File: config.mk
export PLATFORM = sky130hd
export DESIGN_NAME = dsp_mem_loader
export DESIGN_NICKNAME = d
export VERILOG_FILES = /design/src/rtl/dsp_mem_loader.sv
export SDC_FILE = /design/constraint.sdc
export NUM_CORES = 1
export LEC_CHECK = 0
export CAP_MARGIN = 15
export CORE_UTILIZATION = 52
export CTS_BUF_LIST = sky130_fd_sc_hd__clkbuf_16
export DETAILED_ROUTE_END_ITERATION = 16
export PLACE_DENSITY = 0.8
export SLEW_MARGIN = 20
export SYNTH_ARGS = -nofsm -noshare
export SYNTH_HDL_FRONTEND = slang
export SYNTH_SLANG_ARGS = --single-unit
File: constraint.sdc
create_clock -name clk -period 2.9 [get_ports clk]
set_clock_uncertainty 0.2 [all_clocks]
set_input_delay 0.725 -clock clk [delete_from_list [all_inputs] [get_ports clk]]
set_output_delay 0.725 -clock clk [all_outputs]
set_load 0.01 [all_outputs]
File: src/rtl/dsp_mem_loader.sv
// dsp_mem_loader: write-path loader for one DSP unit.
//
// Takes a 32-bit valid/ready packet stream and turns it into the unit's memory
// write bus. Each packet is one header word followed by len+1 payload words.
// The header gives the region (command or wave memory), the length and the
// start address.
//   cmd  : payload word k goes to bank (k mod MEM_TO_CMD) at buffer address
//          start + k/MEM_TO_CMD.
//   wave : payload word k goes to address start + k.
// Headers with nonzero reserved bits set err and have their payload dropped.
//
// Ports
//   clk            clock
//   reset          asynchronous active-low reset
//   s_data         stream word (header or payload)
//   s_valid        stream word valid
//   s_ready        loader accepts the word this cycle
//   abort          synchronous abort of the current packet
//   mem_write_addr write address, MSB selects cmd (0) or wave (1)
//   mem_write_data write data
//   mem_write_en   write strobe, one cycle after the payload transfer
//   busy           packet in progress (LOAD or DROP)
//   done           one-cycle pulse after the last payload word
//   err            sticky header error, cleared by the next valid header
//   csum           running sum of the payload words (only with DSP_LOADER_CSUM_EN)
//
// Optional feature macro: DSP_LOADER_CSUM_EN adds the csum output.

module dsp_mem_loader #(
    parameter int DATA_WIDTH     = 32,
    parameter int MEM_ADDR_WIDTH = 13,
    parameter int CMD_ADDR_WIDTH = 8,
    parameter int MEM_TO_CMD     = 4,
    parameter int LEN_WIDTH      = 12
) (
    input  logic                      clk,
    input  logic                      reset,
    input  logic [DATA_WIDTH-1:0]     s_data,
    input  logic                      s_valid,
    output logic                      s_ready,
    input  logic                      abort,
    output logic [MEM_ADDR_WIDTH-1:0] mem_write_addr,
    output logic [DATA_WIDTH-1:0]     mem_write_data,
    output logic                      mem_write_en,
    output logic                      busy,
    output logic                      done,
    output logic                      err
`ifdef DSP_LOADER_CSUM_EN
    ,
    output logic [DATA_WIDTH-1:0]     csum
`endif
);

    localparam int SEL_W  = $clog2(MEM_TO_CMD);
    localparam int WAVE_W = MEM_ADDR_WIDTH - 1;
    localparam int PAD_W  = MEM_ADDR_WIDTH - 1 - SEL_W - CMD_ADDR_WIDTH;

    typedef enum logic [1:0] {
        ST_IDLE,
        ST_LOAD,
        ST_DROP,
        ST_DONE
    } state_t;

    state_t state, state_nxt;

    // Low only in the first cycle after reset release, so s_ready stays 0
    // while reset is held and rises on the following cycle.
    logic                      alive;
    logic                      xfer;
    logic                      hdr_rsv;
    logic                      last;
    logic [LEN_WIDTH-1:0]      idx;
    logic [LEN_WIDTH-1:0]      len_q;
    logic                      region_q;
    logic [11:0]               start_q;
    logic [CMD_ADDR_WIDTH-1:0] buf_idx;
    logic [WAVE_W-1:0]         wave_off;
    logic [MEM_ADDR_WIDTH-1:0] addr_calc;

    assign hdr_rsv = |s_data[DATA_WIDTH-2 -: 3];
    assign last    = (idx == len_q);
    assign xfer    = s_valid & s_ready;

    always_ff @(posedge clk or negedge reset) begin
        if (!reset) begin
            state <= ST_IDLE;
            alive <= 1'b0;
        end else begin
            state <= state_nxt;
            alive <= 1'b1;
        end
    end

    always_comb begin
        state_nxt = state;
        s_ready   = 1'b0;
        busy      = 1'b0;
        done      = 1'b0;
        case (state)
            ST_IDLE: begin
                s_ready = alive;
                if (s_valid && alive && !abort)
                    state_nxt = hdr_rsv ? ST_DROP : ST_LOAD;
            end
            ST_LOAD: begin
                s_ready = 1'b1;
                busy    = 1'b1;
                if (s_valid && !abort && last)
                    state_nxt = ST_DONE;
            end
            ST_DROP: begin
                s_ready = 1'b1;
                busy    = 1'b1;
                if (s_valid && !abort && last)
                    state_nxt = ST_IDLE;
            end
            ST_DONE: begin
                done      = 1'b1;
                state_nxt = ST_IDLE;
            end
            default: state_nxt = ST_IDLE;
        endcase
        // Abort wins over everything and refuses the word presented with it.
        if (abort) begin
            s_ready   = 1'b0;
            state_nxt = ST_IDLE;
        end
    end

    always_comb begin
        buf_idx  = CMD_ADDR_WIDTH'(start_q[CMD_ADDR_WIDTH-1:0]
                                   + CMD_ADDR_WIDTH'(idx >> SEL_W));
        wave_off = WAVE_W'(start_q) + WAVE_W'(idx);
        if (region_q)
            addr_calc = {1'b1, wave_off};
        else
            addr_calc = {1'b0, {PAD_W{1'b0}}, idx[SEL_W-1:0], buf_idx};
    end

    always_ff @(posedge clk or negedge reset) begin
        if (!reset) begin
            idx            <= '0;
            len_q          <= '0;
            region_q       <= 1'b0;
            start_q        <= '0;
            err            <= 1'b0;
            mem_write_en   <= 1'b0;
            mem_write_addr <= '0;
            mem_write_data <= '0;
        end else begin
            mem_write_en <= 1'b0;
            if (xfer) begin
                case (state)
                    ST_IDLE: begin
                        idx      <= '0;
                        len_q    <= s_data[16 +: LEN_WIDTH];
                        region_q <= s_data[DATA_WIDTH-1];
                        start_q  <= s_data[11:0];
                        err      <= hdr_rsv;
                    end
                    ST_LOAD: begin
                        mem_write_en   <= 1'b1;
                        mem_write_addr <= addr_calc;
                        mem_write_data <= s_data;
                        idx            <= idx + 1'b1;
                    end
                    ST_DROP: idx <= idx + 1'b1;
                    default: ;
                endcase
            end
        end
    end

`ifdef DSP_LOADER_CSUM_EN
    always_ff @(posedge clk or negedge reset) begin
        if (!reset)
            csum <= '0;
        else if (xfer && state == ST_IDLE)
            csum <= '0;
        else if (xfer && state == ST_LOAD)
            csum <= csum + s_data;
    end
`else
    // No checksum state in this build.
`endif

endmodule

==> impl_metrics.env <==
export IMPL_core_sq_mm=0.00834
export IMPL_pre_cts_ws_ns=0.00949
export IMPL_die_h_microns=95.7
export IMPL_cp_required_ns=1.98
export IMPL_root_buffer="clkbuf_16"
export IMPL_synth_cells=464
export IMPL_gp_congestion=0.864
export IMPL_ys_types=55
export IMPL_yosys_register_bits=87
export IMPL_maxSlewHeadroom=0.666
export IMPL_fin_crit_ns=2.78
export IMPL_ys_seq_area_frac=0.477
export IMPL_setup_ws_ns=0.120
export IMPL_tritoncts="yes"
export IMPL_start_util=0.547
export IMPL_num_nets_final=617
export IMPL_place_hpwl_microns=7410
export IMPL_antenna_found_initial=0
export IMPL_cts_sinks=87
export IMPL_crit_type="reg -> out"
export IMPL_drcViolationCount=0
export IMPL_clkTransAtPathRegs_ns=0.07
export IMPL_hold_path_class="in -> async"
export IMPL_arrival_ns=1.85
export IMPL_synth_edff_count=0
export IMPL_syn_num_nets=525
export IMPL_io_pins=86
export IMPL_clockBufferDepth=2
export IMPL_powerDensity_mw_per_mm2=856
export IMPL_slew_violations=0
export IMPL_cts_htree_levels=3
export IMPL_synth_main_ff_cell="dfrtp_1"
export IMPL_ant_nets=0
export IMPL_drive_above_1_share=0.105
export IMPL_fmax_mhz=360
export IMPL_drt_iter0_drc=181
export IMPL_fin_setup_tns_ns=0
export IMPL_pwr_share_comb=0.393
export IMPL_cp_end_kind="primary output"
export IMPL_syn_to_final_growth_pct=28.1
export IMPL_grtUsageMet1=0.327
export IMPL_cts_setup_buffers=0
export IMPL_die_w_microns=95.7
export IMPL_grt_pass1_wl_microns=17000
export IMPL_switching_share=0.336
export IMPL_finalPower_w=0.00500
export IMPL_cp_max_fo=8
export IMPL_final_common_cell="nand2_1"
export IMPL_wl_per_cell_microns=15.3
export IMPL_met3_usage=0.0434
export IMPL_io_buffers=85
export IMPL_via_per_inst=5.47
export IMPL_ys_async_sr_fraction=1.00
export IMPL_cellLeakagePower_nw=2.76
export IMPL_worst_pin_slew_ns=0.498
export IMPL_top_usage_layer="met2"
export IMPL_synth_avg_cell_area_sq_um=9.84
export IMPL_pwr_share_clk=0.226
export IMPL_final_util=0.701
export IMPL_grt_max_degree=53
export IMPL_clock_latency_ns=0.33
export IMPL_p_int_w=0.00332
export IMPL_ys_warn_count=0
export IMPL_ir_worst_vdd_v=0.000403
export IMPL_grt_overflow_total=0
export IMPL_rsz0062_at_grt="no"
export IMPL_wl_microns=10200
export IMPL_cts_made_buffers=9
export IMPL_hold_viol=0
export IMPL_syn_cell_area_sq_mm=0.00456
export IMPL_startpoint_type="flop"
export IMPL_layout_common_cells="nand2_1 (129), dfrtp_1 (87), clkdlybuf4s50_1 (83)"
export IMPL_grt_util_all_layers=0.244
export IMPL_grt_util_met2=0.388
export IMPL_maxCapViolCount=0
export IMPL_grt_pass1_vias=3639
export IMPL_period_share=0.959
export IMPL_die_area_sq_mm=0.00916
export IMPL_vias=3644
export IMPL_p_switching_w=0.00168
export IMPL_seqPwrFrac=0.381
export IMPL_holdWs_ns=0.140
export IMPL_setup_viol=0
export IMPL_run_status="finished clean"
export IMPL_num_rows=33
export IMPL_dr_pass1_iters=4
export IMPL_n_antenna_cell=0
-- sequential cells by signal (all words and copies together), names as in the netlist --
| register | count |
|---|---|
| mem_write_data | 32 |
| mem_write_addr | 13 |
| idx | 12 |
| len_q | 12 |
| start_q | 12 |
| state | 2 |
| alive | 1 |
| err | 1 |
| mem_write_en | 1 |
| region_q | 1 |
-- critical path, stage by stage (launching register included) --
cell             delay, ns
dfrtp_1               0.40
inv_1                 0.08
ha_2                  0.35
buf_4                 0.15
clkdlybuf4s50_1       0.54
-- power by group through the flow --
stage | Sequential (W) | Combinational, W | Clock (W)
after floorplan | 0.00196 | 0.00107 | 0
after global placement | 0.00190 | 0.00190 | 0
after detailed placement | 0.00192 | 0.00195 | 0
after CTS | 0.00191 | 0.00197 | 0.00115
after global routing | 0.00195 | 0.00217 | 0.00120
final | 0.00191 | 0.00197 | 0.00113
-- cells in the mapped netlist (3+ instances only) --
| cell | count | area, sq um |
|---|---|---|
| a211oi_1 | 4 | 30.0 |
| a21o_1 | 9 | 67.6 |
| a21oi_1 | 12 | 60.1 |
| and3_1 | 3 | 18.8 |
| buf_2 | 4 | 20.0 |
| buf_6 | 3 | 33.8 |
| clkbuf_1 | 7 | 26.3 |
| dfrtp_1 | 87 | 2180 |
| ha_1 | 23 | 288 |
| inv_1 | 6 | 22.5 |
| mux2_2 | 25 | 282 |
| mux2i_1 | 6 | 60.1 |
| nand2_1 | 129 | 484 |
| nand3_1 | 12 | 60.1 |
| nand4_1 | 6 | 37.5 |
| nor2_1 | 17 | 63.8 |
| nor3_1 | 10 | 50.1 |
| nor3b_1 | 4 | 30.0 |
| o2111ai_1 | 3 | 26.3 |
| o21ai_0 | 21 | 105 |
| o31ai_1 | 3 | 22.5 |
| or3_1 | 3 | 18.8 |
| xnor2_1 | 24 | 210 |
| xor2_1 | 5 | 43.8 |
-- worst paths after layout --
path | startpoint | endpoint | slack, ns | depth (start not counted)
worst max-delay path | state[1]$_DFFE_PN0P_ | busy | 0.12 | 4
worst min-delay path | reset | mem_write_addr[0]$_DFFE_PN0P_ | 0.14 | 1
worst max register to register | start_q[0]$_DFFE_PN0P_ | mem_write_addr[8]$_DFFE_PN0P_ | 0.34 | 7
worst min register to register | mem_write_data[11]$_DFFE_PN0P_ | mem_write_data[11]$_DFFE_PN0P_ | 0.27 | 2
max in group asynchronous | reset | mem_write_data[21]$_DFFE_PN0P_ | 1.74 | 2
min in group clk | mem_write_data[11]$_DFFE_PN0P_ | mem_write_data[11]$_DFFE_PN0P_ | 0.27 | 2
-- layer usage --
metal | wire (microns) | part of all wire
met5 | 0 | 0
met4 | 188 | 0.018
met3 | 541 | 0.053
met2 | 4880 | 0.48
met1 | 4600 | 0.45
-- metrics by stage --
step | std cells | cell area [sq um]
global route | 666 | 5850
CTS | 666 | 5850
finish | 666 | 5850
detailed placement | 650 | 5560
global placement | 650 | 5560
floorplan | 464 | 4560
-- repair_timing --
item / 4_1_cts / 5_1_grt
hold buffers: 0 / 0
endpoints found under the hold margin: 0 / 0
gates resized for setup: 2 / 0
setup endpoints to repair: 1 / 0
-- logic make-up after synthesis --
| kind of cell | after synthesis | share of synthesized area |
|---|---|---|
| adders and majority gates | 25 | 0.0718 |
| AOI/OAI and AO/OA | 67 | 0.0959 |
| and+or+nand+nor | 199 | 0.194 |
| xor gates and xnor gates | 29 | 0.0556 |
| other | 1 | 0.000822 |
| buffers and inverters | 24 | 0.0271 |
| DFF | 87 | 0.477 |
| muxes | 32 | 0.0773 |
-- area by class of cell --
class                   instances  area, sq um
clock buffers                   9          225
clock inverters                 7         62.6
fillers                       645         2490
inverters                       7         26.3
multi-input cells             353         2270
flip-flops and latches         87         2180
well taps                     105          131
repair buffers                 98          957
Power figures use the tool's default switching activity.
